## src/rtl/junction_phase_scheduler_pkg.sv

```systemverilog
// Shared definitions for the junction phase scheduler: boolean and lamp
// codes, phase (state) and next-phase encodings, and the lamp decode helper.
package junction_phase_scheduler_pkg;

  localparam logic TRUE  = 1'b1;
  localparam logic FALSE = 1'b0;

  localparam logic [1:0] LAMP_RED    = 2'd0;
  localparam logic [1:0] LAMP_YELLOW = 2'd1;
  localparam logic [1:0] LAMP_GREEN  = 2'd2;

  typedef enum logic [2:0] {
    MAIN_GRN  = 3'd0,
    MAIN_YEL  = 3'd1,
    ALL_RED   = 3'd2,
    CNTRY_GRN = 3'd3,
    CNTRY_YEL = 3'd4,
    PED_WALK  = 3'd5
  } phase_e;

  typedef enum logic [1:0] {
    NXT_MAIN  = 2'd0,
    NXT_CNTRY = 2'd1,
    NXT_PED   = 2'd2
  } next_ph_e;

  typedef struct packed {
    logic [1:0] main;
    logic [1:0] cntry;
    logic       walk;
  } lamps_t;

  // Moore lamp decode; anything unrecognised shows all-red with walk off.
  function automatic lamps_t lamps_of(input phase_e ph);
    lamps_t l;
    l = '{main: LAMP_RED, cntry: LAMP_RED, walk: FALSE};
    case (ph)
      MAIN_GRN:  l = '{main: LAMP_GREEN,  cntry: LAMP_RED,    walk: FALSE};
      MAIN_YEL:  l = '{main: LAMP_YELLOW, cntry: LAMP_RED,    walk: FALSE};
      ALL_RED:   l = '{main: LAMP_RED,    cntry: LAMP_RED,    walk: FALSE};
      CNTRY_GRN: l = '{main: LAMP_RED,    cntry: LAMP_GREEN,  walk: FALSE};
      CNTRY_YEL: l = '{main: LAMP_RED,    cntry: LAMP_YELLOW, walk: FALSE};
      PED_WALK:  l = '{main: LAMP_RED,    cntry: LAMP_RED,    walk: TRUE};
      default:   l = '{main: LAMP_RED,    cntry: LAMP_RED,    walk: FALSE};
    endcase
    return l;
  endfunction

endpackage

```

## src/rtl/junction_phase_scheduler_phase_timer.sv

```systemverilog
// phase_timer: CNT_W-bit counter cleared on phase entry, +1 per cycle,
// saturating at all-ones.
// Ports:
//   clk_i  - clock, rising edge
//   rst_ni - asynchronous active-low reset (count = 0)
//   clr_i  - synchronous clear (a new phase is being entered this edge)
//   cnt_o  - cycles spent in the current phase so far
module phase_timer
  import junction_phase_scheduler_pkg::*;
#(
  parameter int CNT_W = 5
) (
  input  logic             clk_i,
  input  logic             rst_ni,
  input  logic             clr_i,
  output logic [CNT_W-1:0] cnt_o
);

  localparam logic [CNT_W-1:0] CNT_MAX = {CNT_W{1'b1}};
  localparam logic [CNT_W-1:0] CNT_ONE = {{(CNT_W-1){1'b0}}, 1'b1};

  logic [CNT_W-1:0] cnt_q, cnt_d;

  // Next count: clear wins, otherwise count up until saturated.
  always_comb begin
    cnt_d = cnt_q;
    if (clr_i == TRUE) begin
      cnt_d = {CNT_W{1'b0}};
    end else if (cnt_q != CNT_MAX) begin
      cnt_d = cnt_q + CNT_ONE;
    end else begin
      cnt_d = cnt_q;
    end
  end

  // Count register.
  always_ff @(posedge clk_i or negedge rst_ni) begin
    if (!rst_ni) begin
      cnt_q <= {CNT_W{1'b0}};
    end else begin
      cnt_q <= cnt_d;
    end
  end

  assign cnt_o = cnt_q;

endmodule

```

## src/rtl/junction_phase_scheduler.sv

```systemverilog
// junction_phase_scheduler: shares green time at a main-road / country-road
// junction between the country car sensor, the pedestrian button and an
// emergency preempt. Main road rests on green.
// Ports:
//   clock     - clock, rising edge
//   clear     - asynchronous active-low reset
//   car_cntry - level, vehicle waiting on the country road
//   ped_req   - pedestrian button (pulse is latched)
//   emerg     - level, emergency vehicle on main road (preempts everything)
//   main      - main-road lamp (RED/YELLOW/GREEN = 0/1/2)
//   cntry     - country-road lamp, same encoding
//   walk      - pedestrian walk lamp
//   phase     - current state encoding for observation
module junction_phase_scheduler
  import junction_phase_scheduler_pkg::*;
#(
  parameter int CNT_W       = 5,
  parameter int MIN_GREEN   = 8,
  parameter int MAX_GREEN   = 16,
  parameter int Y_CYCLES    = 3,
  parameter int AR_CYCLES   = 2,
  parameter int WALK_CYCLES = 10
) (
  input  logic       clock,
  input  logic       clear,
  input  logic       car_cntry,
  input  logic       ped_req,
  input  logic       emerg,
  output logic [1:0] main,
  output logic [1:0] cntry,
  output logic       walk,
  output logic [2:0] phase
);

  // Timer value on the last cycle of each duration (timer starts at 0 on entry).
  localparam logic [CNT_W-1:0] MIN_LAST  = CNT_W'(MIN_GREEN - 1);
  localparam logic [CNT_W-1:0] MAX_LAST  = CNT_W'(MAX_GREEN - 1);
  localparam logic [CNT_W-1:0] Y_LAST    = CNT_W'(Y_CYCLES - 1);
  localparam logic [CNT_W-1:0] AR_LAST   = CNT_W'(AR_CYCLES - 1);
  localparam logic [CNT_W-1:0] WALK_LAST = CNT_W'(WALK_CYCLES - 1);

  phase_e           state_q, state_d;
  next_ph_e         next_ph_q, next_ph_d;
  logic             ped_pend_q, ped_pend_d;
  lamps_t           lamps_q;
  logic [CNT_W-1:0] timer_s;
  logic             entry_s;

  assign entry_s = (state_d != state_q);

  phase_timer #(.CNT_W(CNT_W)) u_timer (
    .clk_i  (clock),
    .rst_ni (clear),
    .clr_i  (entry_s),
    .cnt_o  (timer_s)
  );

  // Next-phase selection and the phase that follows the all-red clearance.
  always_comb begin
    state_d   = state_q;
    next_ph_d = next_ph_q;
    case (state_q)
      MAIN_GRN: begin
        if (emerg) begin
          state_d = MAIN_GRN;
        end else if ((timer_s >= MIN_LAST) && (car_cntry || ped_pend_q)) begin
          next_ph_d = car_cntry ? NXT_CNTRY : NXT_PED;
          state_d   = MAIN_YEL;
        end else begin
          state_d = MAIN_GRN;
        end
      end
      MAIN_YEL: begin
        if (timer_s >= Y_LAST) state_d = ALL_RED;
        else                   state_d = MAIN_YEL;
      end
      ALL_RED: begin
        if (timer_s < AR_LAST) begin
          state_d = ALL_RED;
        end else if (emerg) begin
          state_d = MAIN_GRN;
        end else begin
          case (next_ph_q)
            NXT_CNTRY: state_d = CNTRY_GRN;
            NXT_PED:   state_d = PED_WALK;
            NXT_MAIN:  state_d = MAIN_GRN;
            default:   state_d = MAIN_GRN;
          endcase
        end
      end
      CNTRY_GRN: begin
        // Emergency cuts country green short, ignoring the minimum.
        if (emerg || ((timer_s >= MIN_LAST) && !car_cntry) || (timer_s >= MAX_LAST)) begin
          next_ph_d = (ped_pend_q && !emerg) ? NXT_PED : NXT_MAIN;
          state_d   = CNTRY_YEL;
        end else begin
          state_d = CNTRY_GRN;
        end
      end
      CNTRY_YEL: begin
        if (timer_s >= Y_LAST) state_d = ALL_RED;
        else                   state_d = CNTRY_YEL;
      end
      PED_WALK: begin
        if (emerg || (timer_s >= WALK_LAST)) begin
          next_ph_d = NXT_MAIN;
          state_d   = ALL_RED;
        end else begin
          state_d = PED_WALK;
        end
      end
      // Unused encodings recover through a yellow and the clearance interval.
      default: state_d = MAIN_YEL;
    endcase
  end

  // Pedestrian latch: a press on the edge entering the walk is the one being served.
  always_comb begin
    ped_pend_d = ped_pend_q;
    if ((state_d == PED_WALK) && (state_q != PED_WALK)) begin
      ped_pend_d = FALSE;
    end else if ((state_q != PED_WALK) && ped_req) begin
      ped_pend_d = TRUE;
    end else begin
      ped_pend_d = ped_pend_q;
    end
  end

  // State, latch and registered lamp decode of the state being entered.
  always_ff @(posedge clock or negedge clear) begin
    if (!clear) begin
      state_q    <= MAIN_GRN;
      next_ph_q  <= NXT_MAIN;
      ped_pend_q <= FALSE;
      lamps_q    <= lamps_of(MAIN_GRN);
    end else begin
      state_q    <= state_d;
      next_ph_q  <= next_ph_d;
      ped_pend_q <= ped_pend_d;
      lamps_q    <= lamps_of(state_d);
    end
  end

  assign main  = lamps_q.main;
  assign cntry = lamps_q.cntry;
  assign walk  = lamps_q.walk;
  assign phase = state_q;

endmodule

```

## config.mk

```make
export PLATFORM = sky130hd
export DESIGN_NAME = junction_phase_scheduler
export DESIGN_NICKNAME = d
export VERILOG_FILES = /design/src/rtl/junction_phase_scheduler_pkg.sv /design/src/rtl/junction_phase_scheduler_phase_timer.sv /design/src/rtl/junction_phase_scheduler.sv
export SDC_FILE = /design/constraint.sdc
export NUM_CORES = 1
export LEC_CHECK = 0
export CORE_UTILIZATION = 39
export DETAILED_ROUTE_END_ITERATION = 10
export HOLD_SLACK_MARGIN = 0.08
export PLACE_DENSITY = 0.65
export SYNTH_ARGS = -nofsm -noshare
export SYNTH_HDL_FRONTEND = slang
export SYNTH_SLANG_ARGS = --single-unit
```

## constraint.sdc

```tcl
create_clock -name clock -period 3.86 [get_ports clock]
set_clock_uncertainty 0.1 [all_clocks]
set_input_delay 1.158 -clock clock [delete_from_list [all_inputs] [get_ports clock]]
set_output_delay 1.158 -clock clock [all_outputs]
set_load 0.01 [all_outputs]
```

==> results.tsv, run 1 <==
stage	metric	value	unit
synth	post-synthesis sequential area ratio	0.347	
clocking	CTS hold repair buffers	0	
global_route	GR Overflow Total	0	
placement	gpl congestion	0.888	
routing	DR vias	909	
global_route	largest net degree at the start of global routing	17	
timing	upper clock frequency limit	0.338	GHz
timing	RSZ-0062 raised after global routing	no	
setup_path	crit-path max FO	7	
setup_path	kind of end point of the critical path	flip-flop	
synth	Netlist cell types	49	
synth	fraction of registers with async set/reset	1.00	
timing	final cycle utilization of the critical path	0.767	
floorplanning	die height	56.4	microns
global_route	antenna violations before repair	0	
floorplanning	Die Span X	56.4	microns
global_route	first-pass GRT wire length	4320	microns
placement	post-DP HPWL	1950	microns
clocking	post-CTS sizing	0	
clocking	clock-pin slew on the worst setup and hold paths	0.09	ns
routing	routed len/inst	15.8	microns
timing	Final Max Slew Viols	0	
setup_path	crit path launch type	input port	
timing	actual slew at the worst max-slew pin	0.697	ns
pwr	P per Cell Area	613	nW/um^2
timing	setup violators final	0	
finish	n_diodes	0	
synth	Post-synth EDFFs	0	
synth	count leader, synth	dfrtp_1	
synth	Synth Register Bits	16	
routing	Iteration-0 DRC Markers	18	
setup_path	CP Data Required Time	3.98	ns
setup_path	worst r2r src	u_timer.cnt_o[0]$_DFFE_PN0P_	
placement	# port buffers	12	
clocking	Max Buffers Root-to-Sink	2	
floorplanning	I/O pins	13	
clocking	CTS tree	built	
routing	router iterations before antenna repair	4	
synth	Top FF cell, synth	dfrtp_1	
floorplanning	die area	3190	sq um
setup_path	FF-to-FF setup slack	1.25	ns
synth	Synth Warn #	0	
routing	vias per std cell	5.61	
status	status	finished clean	
clocking	H-tree levels	1	
finish	Nets	144	
synth	Yosys top cell by area	dfrtp_1	
floorplanning	Initial Util	0.416	
finish	fin area	1320	sq um
floorplanning	row count	19	
synth	area share of the largest cell type after synthesis	0.325	
min_path	worst hold path class	reg2reg	
setup_path	Setup crit start	emerg	
finish	area grow syn2layout	14.2	%
global_route	vias in the first global route	873	
synth	Post-synth top cells	15 x dfrtp_1, 12 x nor2_1, 11 x inv_1	
pwr	worst vdd ir	365	uV
synth	mean post-synth cell area	9.55	sq um
timing	setup TNS	0	ns
pwr	Lkg Pwr	0.000580	uW
routing	drt total wl	2570	microns
floorplanning	core box area	2780	sq um
setup_path	Setup Crit Path Kind	in2reg	
run	max_cap viols	0	
setup_path	Critical R2R Capture	main[0]$_DFF_PN0_	
clocking	Post-CTS Setup Repair Bufs	0	
finish	layout cells sized above 1	0.145	
placement	Post-DP Area	1280	sq um
routing	# DRC	0	
timing	Rel. slew slack	0.534	
setup_path	Worst Setup EP	main[0]$_DFF_PN0_	
routing	antenna viol nets, final	0	
timing	final hold vios	0	
clocking	CTS root buf	clkbuf_4	
setup_path	Reg2Reg Depth	8	
clocking	CTS Sinks	16	
clocking	latest clock arrival within the worst-skew pair	0.29	ns
synth	Synth Cell Area	1160	sq um
synth	Post-Syn Instances	121	
clocking	CTS buffer count	3	
synth	Mapped Nets	133	
timing	min Tclk post-route	2.96	ns
setup_path	Worst EP arrival	3.08	ns
global_route	GRT Total Usage	0.176	
finish	FILL cells	269	
synth	Synth area leaders	dfrtp_1 32%, ha_1 7.6%, nor2_1 3.9%	
min_path	Hold Path Depth	2	
## layout by cell type (no fill, tap or decap), drive strengths merged, types with 3 or more instances in the layout
cell,count
nand3,3
nor3,5
ha,7
nor2b,3
inv,11
nor2,13
o21ai,3
a21oi,6
dfrtp,15
clkbuf,4
clkdlybuf4s50,12
nand2,5
and3,3
o211ai,3
o31ai,4
## through the flow
stage	worst slack, ns	hold WS (ns)	std cells	utilization	power (uW)
global placement	0.669	0.447	158	0.462	689
global route	0.791	0.519	162	0.475	872
floorplan	1.32	0.409	121	-	660
detailed placement	0.619	0.456	158	0.462	700
finish	0.901	0.471	162	0.475	809
CTS	0.916	0.478	162	0.475	814
## worst min path at each step
stage                             startpoint                        to  slack, ns
floorplan             ped_pend_q$_DFFE_PN0P_    ped_pend_q$_DFFE_PN0P_       0.41
global placement    next_ph_q[1]$_DFFE_PN0P_  next_ph_q[1]$_DFFE_PN0P_       0.45
detailed placement    ped_pend_q$_DFFE_PN0P_    ped_pend_q$_DFFE_PN0P_       0.46
CTS                   ped_pend_q$_DFFE_PN0P_    ped_pend_q$_DFFE_PN0P_       0.48
global route        next_ph_q[0]$_DFFE_PN0P_  next_ph_q[0]$_DFFE_PN0P_       0.52
finish                ped_pend_q$_DFFE_PN0P_    ped_pend_q$_DFFE_PN0P_       0.47
## state kept, by name (all words and copies together), names as in the netlist
name,flops
u_timer.cnt_o,5
main,2
ped_pend_q,1
cntry,2
walk,1
phase,3
next_ph_q,2
## report_power, final
part	switching [uW]	internal, uW	total [uW]
combinational	223	184	406
sequential	78.5	213	291
clock	53.7	57.5	111
## routing by layer
layer / vias up / track usage / part of all wire
met3: 5 / 0.0207 / 0.030
li1: 454 / - / -
met1: 429 / 0.247 / 0.49
met4: 0 / 0.0627 / 0.016
met2: 21 / 0.281 / 0.46
met5: - / 0 / 0
## area by class of cell
type | count | area [sq um] | share of cell area
repair buffers | 13 | 128 | 0.0967
inverters | 11 | 41.3 | 0.0313
multi-input cells | 87 | 674 | 0.511
well taps | 31 | 38.8 | 0.0294
flip-flops and latches | 16 | 402 | 0.304
clock buffers | 4 | 36.3 | 0.0275
## cell families (layout without fill, tap and decap cells)
family                   after synthesis  in the layout  synth area share
buffers and inverters                 18             28            0.0693
adder cells (fa/ha/maj)                7              7            0.0758
flip-flops                            16             16             0.347
AO/OA/AOI/OAI                         29             29             0.211
AND/OR/NAND/NOR                       46             46             0.256
multiplexers                           2              2            0.0173
XOR/XNOR                               3              3            0.0227
## critical path: stages
cell and delay (ns):
clkdlybuf4s50_1 0.54, nor2_1 0.23, nand3b_1 0.13, o21ba_2 0.25, or3_1 0.45, o21bai_1 0.21
nor2_1 0.12
No activity file was read; power rests on OpenSTA's default activity.
==> inputs of run 2 (changes only) <==
==> constraint.sdc (replaced) <==
create_clock -name clock -period 2.85 [get_ports clock]
set_clock_uncertainty 0.1 [all_clocks]
set_input_delay 0.855 -clock clock [delete_from_list [all_inputs] [get_ports clock]]
set_output_delay 0.855 -clock clock [all_outputs]
set_load 0.01 [all_outputs]
==> results.tsv, run 2 (synthesis gave the netlist of run 1 again) <==
stage	metric	value	unit
status	status	finished clean	
global_route	largest net degree at the start of global routing	17	
placement	post-DP HPWL	2030	microns
timing	Final Max Slew Viols	0	
routing	Iteration-0 DRC Markers	41	
routing	antenna viol nets, final	0	
global_route	antenna violations before repair	0	
pwr	Switching Share	0.439	
timing	WHS	0.463	ns
finish	FILL cells	261	
clocking	CTS root buf	clkbuf_4	
timing	setup violators final	0	
clocking	post-CTS sizing	0	
setup_path	FF-to-FF setup slack	0.36	ns
routing	vias per std cell	5.87	
finish	Nets	149	
routing	drt total wl	2630	microns
floorplanning	die area	3190	sq um
finish	layout cells sized above 1	0.176	
floorplanning	row count	19	
global_route	vias in the first global route	973	
setup_path	kind of end point of the critical path	flip-flop	
pwr	Psw	528	uW
routing	routed len/inst	15.7	microns
pwr	worst vdd ir	492	uV
routing	# DRC	0	
setup_path	CP Data Required Time	2.97	ns
pwr	Clock power frac	0.124	
finish	most common cell after layout, fill and taps aside	dfrtp_1	
timing	Rel. slew slack	0.507	
setup_path	Worst EP arrival	2.61	ns
run	max_cap viols	0	
finish	number of flip-flops in the largest register	5	
global_route	GRT Total Usage	0.182	
setup_path	crit-path max FO	9	
min_path	endpoint of the worst hold path	next_ph_q[1]$_DFFE_PN0P_	
clocking	H-tree levels	1	
pwr	P per Cell Area	886	nW/um^2
timing	min Tclk post-route	2.49	ns
setup_path	Setup crit start	u_timer.cnt_o[1]$_DFFE_PN0P_	
routing	DR vias	980	
timing	final hold vios	0	
floorplanning	Die Span X	56.4	microns
pwr	Comb pwr share	0.559	
placement	# port buffers	12	
pwr	internal power	674	uW
global_route	first-pass GRT wire length	4480	microns
setup_path	worst r2r src	u_timer.cnt_o[1]$_DFFE_PN0P_	
clocking	latest clock arrival within the worst-skew pair	0.28	ns
finish	area grow syn2layout	17.4	%
floorplanning	Initial Util	0.416	
timing	final cycle utilization of the critical path	0.874	
finish	area occupied by registers	402	sq um
timing	setup TNS	0	ns
floorplanning	die height	56.4	microns
timing	actual slew at the worst max-slew pin	0.737	ns
clocking	CTS Sinks	16	
clocking	CTS tree	built	
finish	Multi-input gate area	674	sq um
finish	commonest non-fill, non-tap cells in the layout	15 x dfrtp_1, 12 x nor2_1, 12 x clkdlybuf4s50_1, 11 x inv_1, 7 x ha_1	
floorplanning	core box area	2780	sq um
global_route	GR Overflow Total	0	
clocking	Post-CTS Setup Repair Bufs	0	
setup_path	Setup Crit Path Kind	reg2reg	
timing	upper clock frequency limit	0.401	GHz
timing	RSZ-0062 raised after global routing	no	
clocking	CTS buffer count	3	
routing	router iterations before antenna repair	4	
clocking	CTS hold repair buffers	0	
pwr	Reg power frac	0.317	
setup_path	Critical R2R Capture	main[0]$_DFF_PN0_	
finish	n_diodes	0	
setup_path	crit path launch type	flip-flop	
finish	Finished Core Util	0.488	
min_path	worst hold path class	reg2reg	
pwr	Lkg Pwr	0.000606	uW
min_path	Hold Path Depth	2	
clocking	Max Buffers Root-to-Sink	2	
clocking	clock-pin slew on the worst setup and hold paths	0.10	ns
placement	gpl congestion	0.918	
min_path	worst min-delay path startpoint	next_ph_q[1]$_DFFE_PN0P_	
setup_path	Reg2Reg Depth	8	
floorplanning	I/O pins	13	
run 2: cell count changes in the layout (fill, tap and decap cells not counted):
| cell | change |
|---|---|
| buf_4 | +5 |
run 2: final cells by class:
class	count	share of cell area
well taps	31	0.0286
multi-input cells	87	0.497
repair buffers	18	0.122
inverters	11	0.0304
flip-flops and latches	16	0.296
clock buffers	4	0.0267
run 2: worst max-delay path by stage:
stage          cells after the start                endpoint  slack (ns)
2_1_floorplan                      9  ped_pend_q$_DFFE_PN0P_        0.54
3_3_place_gp                       7  ped_pend_q$_DFFE_PN0P_        0.13
3_5_place_dp                       7  ped_pend_q$_DFFE_PN0P_        0.09
4_1_cts                            8  ped_pend_q$_DFFE_PN0P_        0.35
5_1_grt                            8      cntry[1]$_DFF_PN0_        0.23
6_report                           8       main[0]$_DFF_PN0_        0.36
run 2: through the flow:
stage                     area, sq um  power, uW  instances  worst slack [ns]
final                            1360       1200        167             0.358
after global routing             1360       1300        167             0.228
after CTS                        1360       1210        167             0.349
after detailed placement         1320       1060        163            0.0936
after global placement           1320       1030        163             0.132
after floorplan                  1160        894        121             0.535
run 2: critical path: stages (launching register included):
cell      delay [ns]
dfrtp_1         0.49
ha_1            0.27
and3_1          0.21
ha_1            0.19
nand3b_1        0.18
o21ba_2         0.25
or3_1           0.44
o21bai_1        0.21
nor2_1          0.10
run 2: power groups by stage:
stage | clock [uW] | combinational, uW | sequential, uW
2_1_floorplan | 0 | 543 | 351
3_3_place_gp | 0 | 651 | 382
3_5_place_dp | 0 | 674 | 385
4_1_cts | 153 | 678 | 380
5_1_grt | 164 | 745 | 392
6_report | 149 | 673 | 381
run 2: layer usage:
metal | vias to the layer above | global-route usage | share of wire
li1 | 465 | - | -
met4 | 0 | 0.0418 | 0.013
met5 | - | 0 | 0
met3 | 4 | 0.0369 | 0.050
met1 | 478 | 0.233 | 0.43
met2 | 33 | 0.313 | 0.51
==> inputs of run 3 (changes only) <==
--- a/config.mk
+++ b/config.mk
@@ -6,9 +6,10 @@
 export NUM_CORES = 1
 export LEC_CHECK = 0
 export CORE_UTILIZATION = 39
+export CTS_CLUSTER_SIZE = 40
 export DETAILED_ROUTE_END_ITERATION = 10
 export HOLD_SLACK_MARGIN = 0.08
-export PLACE_DENSITY = 0.65
+export PLACE_DENSITY = 0.63
 export SYNTH_ARGS = -nofsm -noshare
 export SYNTH_HDL_FRONTEND = slang
 export SYNTH_SLANG_ARGS = --single-unit
==> results.tsv, run 3 (synthesis gave the netlist of run 1 again) <==
stage	metric	value	unit
finish	area occupied by registers	402	sq um
global_route	GRT Total Usage	0.185	
min_path	worst hold path class	reg2reg	
finish	Non-Filler Instances	169	
floorplanning	Die Span X	56.4	microns
finish	Multi-input gate area	674	sq um
timing	final cycle utilization of the critical path	0.883	
setup_path	crit path launch type	input port	
timing	upper clock frequency limit	0.397	GHz
timing	setup TNS	0	ns
pwr	Lkg Pwr	0.000616	uW
setup_path	Setup Crit Path Kind	in2reg	
global_route	first-pass GRT wire length	4530	microns
placement	gpl congestion	0.909	
placement	# port buffers	12	
setup_path	kind of end point of the critical path	flip-flop	
timing	Rel. slew slack	0.534	
floorplanning	row count	19	
pwr	P per Cell Area	876	nW/um^2
placement	placed cell count	165	
floorplanning	die area	3190	sq um
clocking	Post-CTS Setup Repair Bufs	0	
clocking	CTS buffer count	3	
run	max_cap viols	0	
timing	Final Max Slew Viols	0	
setup_path	Worst EP arrival	2.63	ns
clocking	CTS root buf	clkbuf_4	
routing	antenna viol nets, final	0	
finish	layout cells sized above 1	0.188	
finish	area grow syn2layout	18.7	%
routing	drt total wl	2580	microns
clocking	post-CTS sizing	0	
routing	# DRC	0	
floorplanning	I/O pins	13	
timing	setup violators final	0	
routing	DR vias	962	
clocking	CTS Sinks	16	
timing	min Tclk post-route	2.52	ns
placement	Place WS	0.0527	ns
global_route	GR Overflow Total	0	
global_route	vias in the first global route	926	
pwr	worst vdd ir	495	uV
routing	vias per std cell	5.69	
floorplanning	core box area	2780	sq um
clocking	Max Buffers Root-to-Sink	2	
finish	n_diodes	0	
finish	commonest non-fill, non-tap cells in the layout	15 x dfrtp_1, 12 x nor2_1, 12 x clkdlybuf4s50_1, 11 x inv_1, 8 x buf_4	
floorplanning	Initial Util	0.416	
clocking	H-tree levels	1	
setup_path	crit-path max FO	5	
timing	final hold vios	0	
setup_path	CP Data Required Time	2.96	ns
timing	final worst slack	0.333	ns
clocking	clock-pin slew on the worst setup and hold paths	0.09	ns
finish	FILL cells	272	
floorplanning	die height	56.4	microns
timing	WHS	0.477	ns
routing	router iterations before antenna repair	4	
placement	post-DP HPWL	2010	microns
timing	actual slew at the worst max-slew pin	0.696	ns
clocking	latest clock arrival within the worst-skew pair	0.28	ns
finish	most common cell after layout, fill and taps aside	dfrtp_1	
finish	Nets	151	
clocking	CTS hold repair buffers	0	
global_route	antenna violations before repair	0	
clocking	CTS tree	built	
status	status	finished clean	
global_route	largest net degree at the start of global routing	17	
routing	Iteration-0 DRC Markers	33	
timing	RSZ-0062 raised after global routing	no	
finish	number of flip-flops in the largest register	5	
routing	routed len/inst	15.2	microns
-- run 3: cell types whose count changed in the layout (fill, tap and decap cells not counted) --
| cell | previous run | this run |
|---|---|---|
| buf_4 | 6 | 8 |
-- run 3: final timing paths --
path                                               from                            to  slack, ns  cells after the start
max                                               emerg             main[0]$_DFF_PN0_       0.33                      7
min                            next_ph_q[0]$_DFFE_PN0P_      next_ph_q[0]$_DFFE_PN0P_       0.48                      2
max reg2reg                u_timer.cnt_o[1]$_DFFE_PN0P_             main[0]$_DFF_PN0_       0.35                      8
min reg2reg                    next_ph_q[0]$_DFFE_PN0P_      next_ph_q[0]$_DFFE_PN0P_       0.48                      2
max in group asynchronous                         clear  u_timer.cnt_o[3]$_DFFE_PN0P_       1.32                      1
min in group asynchronous                         clear      next_ph_q[0]$_DFFE_PN0P_       0.89                      1
-- run 3: routing by layer --
metal / GRT usage / routed length (microns) / vias to the layer above
met4: 0.0767 / 41 / 0
met5: 0 / 0 / -
li1: - / - / 467
met2: 0.274 / 1180 / 33
met1: 0.262 / 1230 / 458
met3: 0.0369 / 130 / 4
-- run 3: power breakdown --
group	switching, uW	internal, uW
registers	85.9	294
logic	373	302
clock network	70.1	77.7
total	529	674
-- run 3: cell type report --
type / count / area share
Timing Repair Buffer: 20 / 0.131
Multi-Input combinational cell: 87 / 0.491
Clock buffer: 4 / 0.0264
Inverter: 11 / 0.0301
Tap cell: 31 / 0.0283
Sequential cell: 16 / 0.293
-- run 3: worst max-delay path: stages --
cell and delay [ns]:
clkdlybuf4s50_1 0.45, nor2_1 0.19, nand3b_1 0.12, o21ba_2 0.25, or3_1 0.45, o21bai_1 0.21
nor2_1 0.11
-- run 3: through the flow --
stage / util / total power (uW) / instance area [sq um]
6_report: 0.493 / 1200 / 1370
5_1_grt: 0.493 / 1310 / 1370
4_1_cts: 0.493 / 1200 / 1370
3_5_place_dp: 0.480 / 1050 / 1340
3_3_place_gp: 0.480 / 1040 / 1340
2_1_floorplan: - / 894 / 1160
==> patch 1 (config.mk and constraints of run 3) <==
Re-encode `next_ph_e` (3 values) as one-hot, 3 bits wide.
--- a/src/rtl/junction_phase_scheduler_pkg.sv
+++ b/src/rtl/junction_phase_scheduler_pkg.sv
@@ -18,10 +18,10 @@
     PED_WALK  = 3'd5
   } phase_e;
 
-  typedef enum logic [1:0] {
-    NXT_MAIN  = 2'd0,
-    NXT_CNTRY = 2'd1,
-    NXT_PED   = 2'd2
+  typedef enum logic [2:0] {
+    NXT_MAIN  = 3'b001,
+    NXT_CNTRY = 3'b010,
+    NXT_PED   = 3'b100
   } next_ph_e;
 
   typedef struct packed {
Formal check against the unedited RTL: no difference found for any inputs over 10 cycles, from zero or initial values; not proved beyond that.
==> patch 1 against run 3 <==
  * Clock power is 11% lower
  * Setup slack improved by 0.0065 ns
  * Sequential cell count up 1
  * Final cell count decreased by 8.9%
  * Design area decreased by 6.0%
  * Combinational power is 18% lower
  * Area after synthesis shrank 3.8%
  * Routed wire length decreased by 10%
  * Sequential share of layout area grew 3.9 points
  * Hold slack gained 0.014 ns
  * Die area fell by 3.7%
  * Power fell by 4.5%
  * Critical path type unchanged
  * Largest cell class unchanged
  * Largest power group unchanged
  * Highest routed layer unchanged
==> patch 1: results (changes against run 3) <==
Status
  – Run status: complete, no violations (unchanged)

Timing
  – Max-slew headroom at the worst pin: 0.7163 (was 0.5343)

Yosys
  – Flop and latch count out of synthesis: 17 (was 16)
  – Post-synthesis cell type count: 45 (was 49)
  – Mapped Nets: 120 (was 133)
  – Sequential cell area fraction in the yosys report: 0.3847 (was 0.3474)
  – Top cells by area, synth: sky130_fd_sc_hd__dfrtp_1, sky130_fd_sc_hd__ha_1, sky130_fd_sc_hd__dfstp_2 (was sky130_fd_sc_hd__dfrtp_1, sky130_fd_sc_hd__ha_1, sky130_fd_sc_hd__nor2_1)
  – Most numerous cell types in the synthesized netlist: sky130_fd_sc_hd__dfrtp_1, sky130_fd_sc_hd__nor2_1, sky130_fd_sc_hd__a21oi_1, sky130_fd_sc_hd__inv_1, sky130_fd_sc_hd__nand2_1 (was sky130_fd_sc_hd__dfrtp_1, sky130_fd_sc_hd__nor2_1, sky130_fd_sc_hd__inv_1, sky130_fd_sc_hd__ha_1)

Worst setup path
  – Arrival time of the worst setup path: 2.60 ns (was 2.63 ns)
  – Category of cells accounting for the largest share of critical-path delay: compound AO/OA/AOI/OAI gates (was simple AND/OR/NAND/NOR gates)
  – Biggest cell delay along the critical path: 0.50 ns (was 0.45 ns)
  – Largest fanout of any net on the critical path: 6 (was 5)

Global route
  – First-pass GRT wire length: 4305 um (was 4533 um)
  – Number of global-route vias before repair: 886 (was 926)
  – Total global-route track usage: 0.1784 (was 0.1850)
  – Largest net degree at the start of global routing: 18 (was 17)

Power and ir drop
  – Lkg Pwr: 0.5647 nW (was 0.6161 nW)
  – Peak supply drop: 0.6093 mV (was 0.4951 mV)

Placement
  – Routability congestion estimate: 0.8626 (was 0.9090)

Final layout
  – Count of multi-input combinational gates: 81 (was 87)
  – Signed area change from the synthesized netlist to the final layout: 15.97% (was 18.72%)
  – Multi-input logic portion of the cell area: 0.4898 (was 0.4913)
  – Non-clock buffer share of cell area: 0.1106 (was 0.1313)
  – Layout clock area frac: 0.02037 (was 0.02644)
  – Fill cells: 254 (was 272)
  – Share of cells above drive strength 1: 0.1789 (was 0.1884)
  – Non-clock buffers: 15 (was 20)

Detailed routing
  – Initial DRC Count: 36 (was 33)
  – Detailed-route wire length per cell: 15.05 um (was 15.25 um)
  – DR vias/cell: 5.591 (was 5.692)

CTS
  – Clock input transition at the sequential cells of the worst setup and hold paths: 0.11 ns (was 0.09 ns)
==> patch 1: changes by cell type after synthesis, sizes merged, moves of 3 or more <==
cell	delta
o31ai	-4
a211oi	+3
mux2	+3
inv	-5
==> patch 1: logic make-up (layout without fill, tap and decap cells) <==
family / after synthesis / after routing / share of synthesized area
compound gates: 23 / 23 / 0.1800
xor+xnor: 5 / 5 / 0.03938
fa+ha+maj: 5 / 5 / 0.05624
buf+inv: 12 / 25 / 0.04724
flops: 17 / 17 / 0.3847
mux: 3 / 3 / 0.04049
simple gates: 45 / 45 / 0.2520
==> patch 1: layer usage <==
metal  GRT usage  vias up  part of all wire
met5           0        -                 0
met1      0.2365      415              0.46
met4     0.03929        0            0.0039
li1            -      424                 -
met2      0.2892       20              0.49
met3     0.05152        2             0.050
==> patch 1: path summary, 6_finish.rpt <==
path                                              startpoint                       end  slack, ns  cells past startpoint
worst max-delay path                                   emerg  next_ph_q[2]$_DFFE_PN0P_       0.34                      6
worst min-delay path                  ped_pend_q$_DFFE_PN0P_    ped_pend_q$_DFFE_PN0P_       0.49                      2
worst max register to register  u_timer.cnt_o[1]$_DFFE_PN0P_        cntry[1]$_DFF_PN0_       0.55                      7
worst min register to register        ped_pend_q$_DFFE_PN0P_    ped_pend_q$_DFFE_PN0P_       0.49                      2
max in group asynchronous                              clear         main[1]$_DFF_PN1_       1.62                      2
min in group asynchronous                              clear    ped_pend_q$_DFFE_PN0P_       0.77                      2
==> patch 1: report_power, final <==
group	leakage, nW	internal (mW)	switching, mW	total, mW
clock	0.0150	0.0545	0.0769	0.131
sequential	0.214	0.330	0.134	0.464
combinational	0.336	0.282	0.271	0.553
==> patch 1: stage by stage <==
| step | instance area [um^2] | util | setup WS, ns | instances | power, mW |
|---|---|---|---|---|---|
| 6_report | 1290 | 0.4719 | 0.3395 | 154 | 1.148 |
| 3_5_place_dp | 1264 | 0.4622 | 0.03510 | 150 | 1.016 |
| 2_1_floorplan | 1112 | - | 0.4225 | 110 | 0.8551 |
| 3_3_place_gp | 1264 | 0.4622 | 0.07378 | 150 | 1.007 |
| 5_1_grt | 1290 | 0.4719 | 0.2368 | 154 | 1.262 |
| 4_1_cts | 1290 | 0.4719 | 0.3523 | 154 | 1.159 |
==> patch 1: worst register-to-register path, stage by stage (launching register included) <==
cell and delay (ns):
sky130_fd_sc_hd__dfrtp_1 0.55, sky130_fd_sc_hd__inv_1 0.08, sky130_fd_sc_hd__ha_1 0.18, sky130_fd_sc_hd__or4_4 0.42
sky130_fd_sc_hd__a2111oi_2 0.49, sky130_fd_sc_hd__nor2_1 0.10, sky130_fd_sc_hd__nand4_1 0.17, sky130_fd_sc_hd__and2_1 0.15
==> patch 2 (flow settings as in run 3) <==
Without the edit above. `CNT_W` is set to 5 in 2 places; all go to 10.
--- a/src/rtl/junction_phase_scheduler_phase_timer.sv
+++ b/src/rtl/junction_phase_scheduler_phase_timer.sv
@@ -8,7 +8,7 @@
 module phase_timer
   import junction_phase_scheduler_pkg::*;
 #(
-  parameter int CNT_W = 5
+  parameter int CNT_W = 10
 ) (
   input  logic             clk_i,
   input  logic             rst_ni,
--- a/src/rtl/junction_phase_scheduler.sv
+++ b/src/rtl/junction_phase_scheduler.sv
@@ -14,7 +14,7 @@
 module junction_phase_scheduler
   import junction_phase_scheduler_pkg::*;
 #(
-  parameter int CNT_W       = 5,
+  parameter int CNT_W       = 10,
   parameter int MIN_GREEN   = 8,
   parameter int MAX_GREEN   = 16,
   parameter int Y_CYCLES    = 3,
Function: no difference found for any inputs over 10 cycles, from zero or initial values; that may be too few to reach the edited logic, so the function may still have changed.
==> patch 2 against run 3 <==
  * Largest power group unchanged
  * Area after synthesis increased by 17%
  * Critical path type unchanged
  * Highest routed layer unchanged
  * Via count increased by 20%
  * Setup slack got worse by 0.16 ns
  * Routed wire length increased by 24%
  * Power decreased by 12%
  * Hold slack improved by 0.0074 ns
  * Design area increased by 19%
  * Sequential cell count increased by 5
  * Critical endpoint is now u_timer.cnt_o[8]$_DFFE_PN0P_
==> patch 2: results (changes against run 3) <==
Global route
  – Total global-route track usage: 0.1963 (was 0.1850)
  – Largest net degree at the start of global routing: 13 (was 17)
  – Number of global-route vias before repair: 1068 (was 926)

Final layout
  – Fill cells: 323 (was 272)
  – Non-Clock Inverter Count: 7 (was 11)
  – Final Net Count: 178 (was 151)
  – Count of multi-input combinational gates: 109 (was 87)
  – Non-clock buffers: 25 (was 20)
  – Share of cells above drive strength 1: 0.1627 (was 0.1884)
  – Max reg flops: 10 (was 5)
  – Multi-input logic portion of the cell area: 0.4759 (was 0.4913)
  – Signed area change from the synthesized netlist to the final layout: 20.61% (was 18.72%)
  – Non-clock buffer share of cell area: 0.1333 (was 0.1313)
  – Area of all sequential standard cells: 526.8 um^2 (was 401.6 um^2)

Worst setup path
  – Destination of the worst register-to-register timing path: u_timer.cnt_o[8]$_DFFE_PN0P_ (was main[0]$_DFF_PN0_)
  – Source of the worst register-to-register timing path: u_timer.cnt_o[8]$_DFFE_PN0P_ (was u_timer.cnt_o[1]$_DFFE_PN0P_)
  – Largest fanout of any net on the critical path: 10 (was 5)
  – Worst r2r path cells: 6 (was 8)
  – Arrival time of the worst setup path: 2.75 ns (was 2.63 ns)

Detailed routing
  – Detailed-route wire length per cell: 15.08 um (was 15.25 um)
  – Initial DRC Count: 67 (was 33)

Placement
  – Routability congestion estimate: 0.9232 (was 0.9090)
  – Hpwl dp: 2406 um (was 2006 um)
  – Total placed instance area: 0.001605 mm^2 (was 0.001336 mm^2)
  – Total placed cells including tap cells: 208 (was 165)

Power and ir drop
  – Peak supply drop: 0.3590 mV (was 0.4951 mV)
  – Fraction of power spent switching nets: 0.4002 (was 0.4397)
  – Lkg Pwr: 0.7254 nW (was 0.6161 nW)

CTS
  – Clock input transition at the sequential cells of the worst setup and hold paths: 0.12 ns (was 0.09 ns)
  – Insertion delay of the later-clocked pin in the worst-skew pair: 0.30 ns (was 0.28 ns)

Min path
  – Worst-case hold path end point: ped_pend_q$_DFFE_PN0P_ (was next_ph_q[0]$_DFFE_PN0P_)

Yosys
  – Sequential cell area fraction in the yosys report: 0.3891 (was 0.3474)
  – Post-synthesis cell type count: 42 (was 49)
  – Mapped Nets: 153 (was 133)
  – Flop and latch count out of synthesis: 21 (was 16)
  – Most numerous cell types in the synthesized netlist: sky130_fd_sc_hd__dfrtp_1, sky130_fd_sc_hd__nor4_1, sky130_fd_sc_hd__nand2_1, sky130_fd_sc_hd__nand3_1 (was sky130_fd_sc_hd__dfrtp_1, sky130_fd_sc_hd__nor2_1, sky130_fd_sc_hd__inv_1, sky130_fd_sc_hd__ha_1)

Die
  – DIE AREA: 0.003711 mm^2 (was 0.003186 mm^2)

Timing
  – Max-slew headroom at the worst pin: 0.6554 (was 0.5343)

Status
  – Run status: complete, no violations (unchanged)
==> patch 2: changes by cell type in the layout (fill, tap and decap cells not counted), sizes merged, moves of 4 or more <==
cell,delta
nand4,+4
nand2,+4
nor2,-7
nand3,+5
xnor2,+4
o31ai,-4
nand2b,+4
inv,-4
dfrtp,+5
nor4,+12
buf,+5
==> patch 2: how the worst max path moves through the flow <==
stage                                  from                           end  slack (ns)  cells past startpoint
2_1_floorplan  u_timer.cnt_o[8]$_DFFE_PN0P_  u_timer.cnt_o[0]$_DFFE_PN0P_        0.57                      6
3_3_place_gp                      car_cntry  u_timer.cnt_o[6]$_DFFE_PN0P_       -0.07                      7
3_5_place_dp                      car_cntry  u_timer.cnt_o[8]$_DFFE_PN0P_       -0.17                      7
4_1_cts                           car_cntry  u_timer.cnt_o[8]$_DFFE_PN0P_        0.16                      7
5_1_grt        u_timer.cnt_o[8]$_DFFE_PN0P_  u_timer.cnt_o[1]$_DFFE_PN0P_        0.01                      6
6_report                          car_cntry  u_timer.cnt_o[8]$_DFFE_PN0P_        0.17                      7
==> patch 2: per-stage QoR <==
stage               setup WS (ns)  setup TNS (ns)  power, mW  hold slack, ns
floorplan                  0.5705               0     0.7376          0.4152
global placement         -0.06552         -0.4995     0.8950          0.4484
detailed placement        -0.1723          -1.579     0.9135          0.4692
CTS                        0.1604               0      1.067          0.4980
global route              0.01469               0      1.151          0.5242
finish                     0.1699               0      1.054          0.4845
==> patch 2: power groups by stage <==
stage / registers, mW / clock network, mW / logic [mW]
4_1_cts: 0.435 / 0.154 / 0.478
5_1_grt: 0.447 / 0.168 / 0.536
3_3_place_gp: 0.435 / 0 / 0.460
2_1_floorplan: 0.405 / 0 / 0.333
3_5_place_dp: 0.440 / 0 / 0.473
6_report: 0.436 / 0.143 / 0.475
==> patch 2: metal layers <==
metal	track usage	wire, um
met2	0.3265	1560
met1	0.2602	1520
met5	0	0
met4	0.07143	46
met3	0.02772	71
==> patch 2: kinds of logic after synthesis <==
kind of cell    count (synthesis)  share of synthesized area
mux                             1                   0.007394
compound gates                 24                     0.1128
flops                          21                     0.3891
buf+inv                        12                    0.03697
fa+ha+maj                       6                    0.05545
xor+xnor                        8                    0.06285
simple gates                   70                     0.3355
==> patch 2: worst max-delay path, cell delays in order <==
cell	delay (ns)
sky130_fd_sc_hd__clkdlybuf4s50_1	0.51
sky130_fd_sc_hd__nand2b_1	0.09
sky130_fd_sc_hd__a311oi_1	0.38
sky130_fd_sc_hd__o21a_1	0.19
sky130_fd_sc_hd__nand4b_2	0.16
sky130_fd_sc_hd__xor2_2	0.42
sky130_fd_sc_hd__nor4_1	0.14
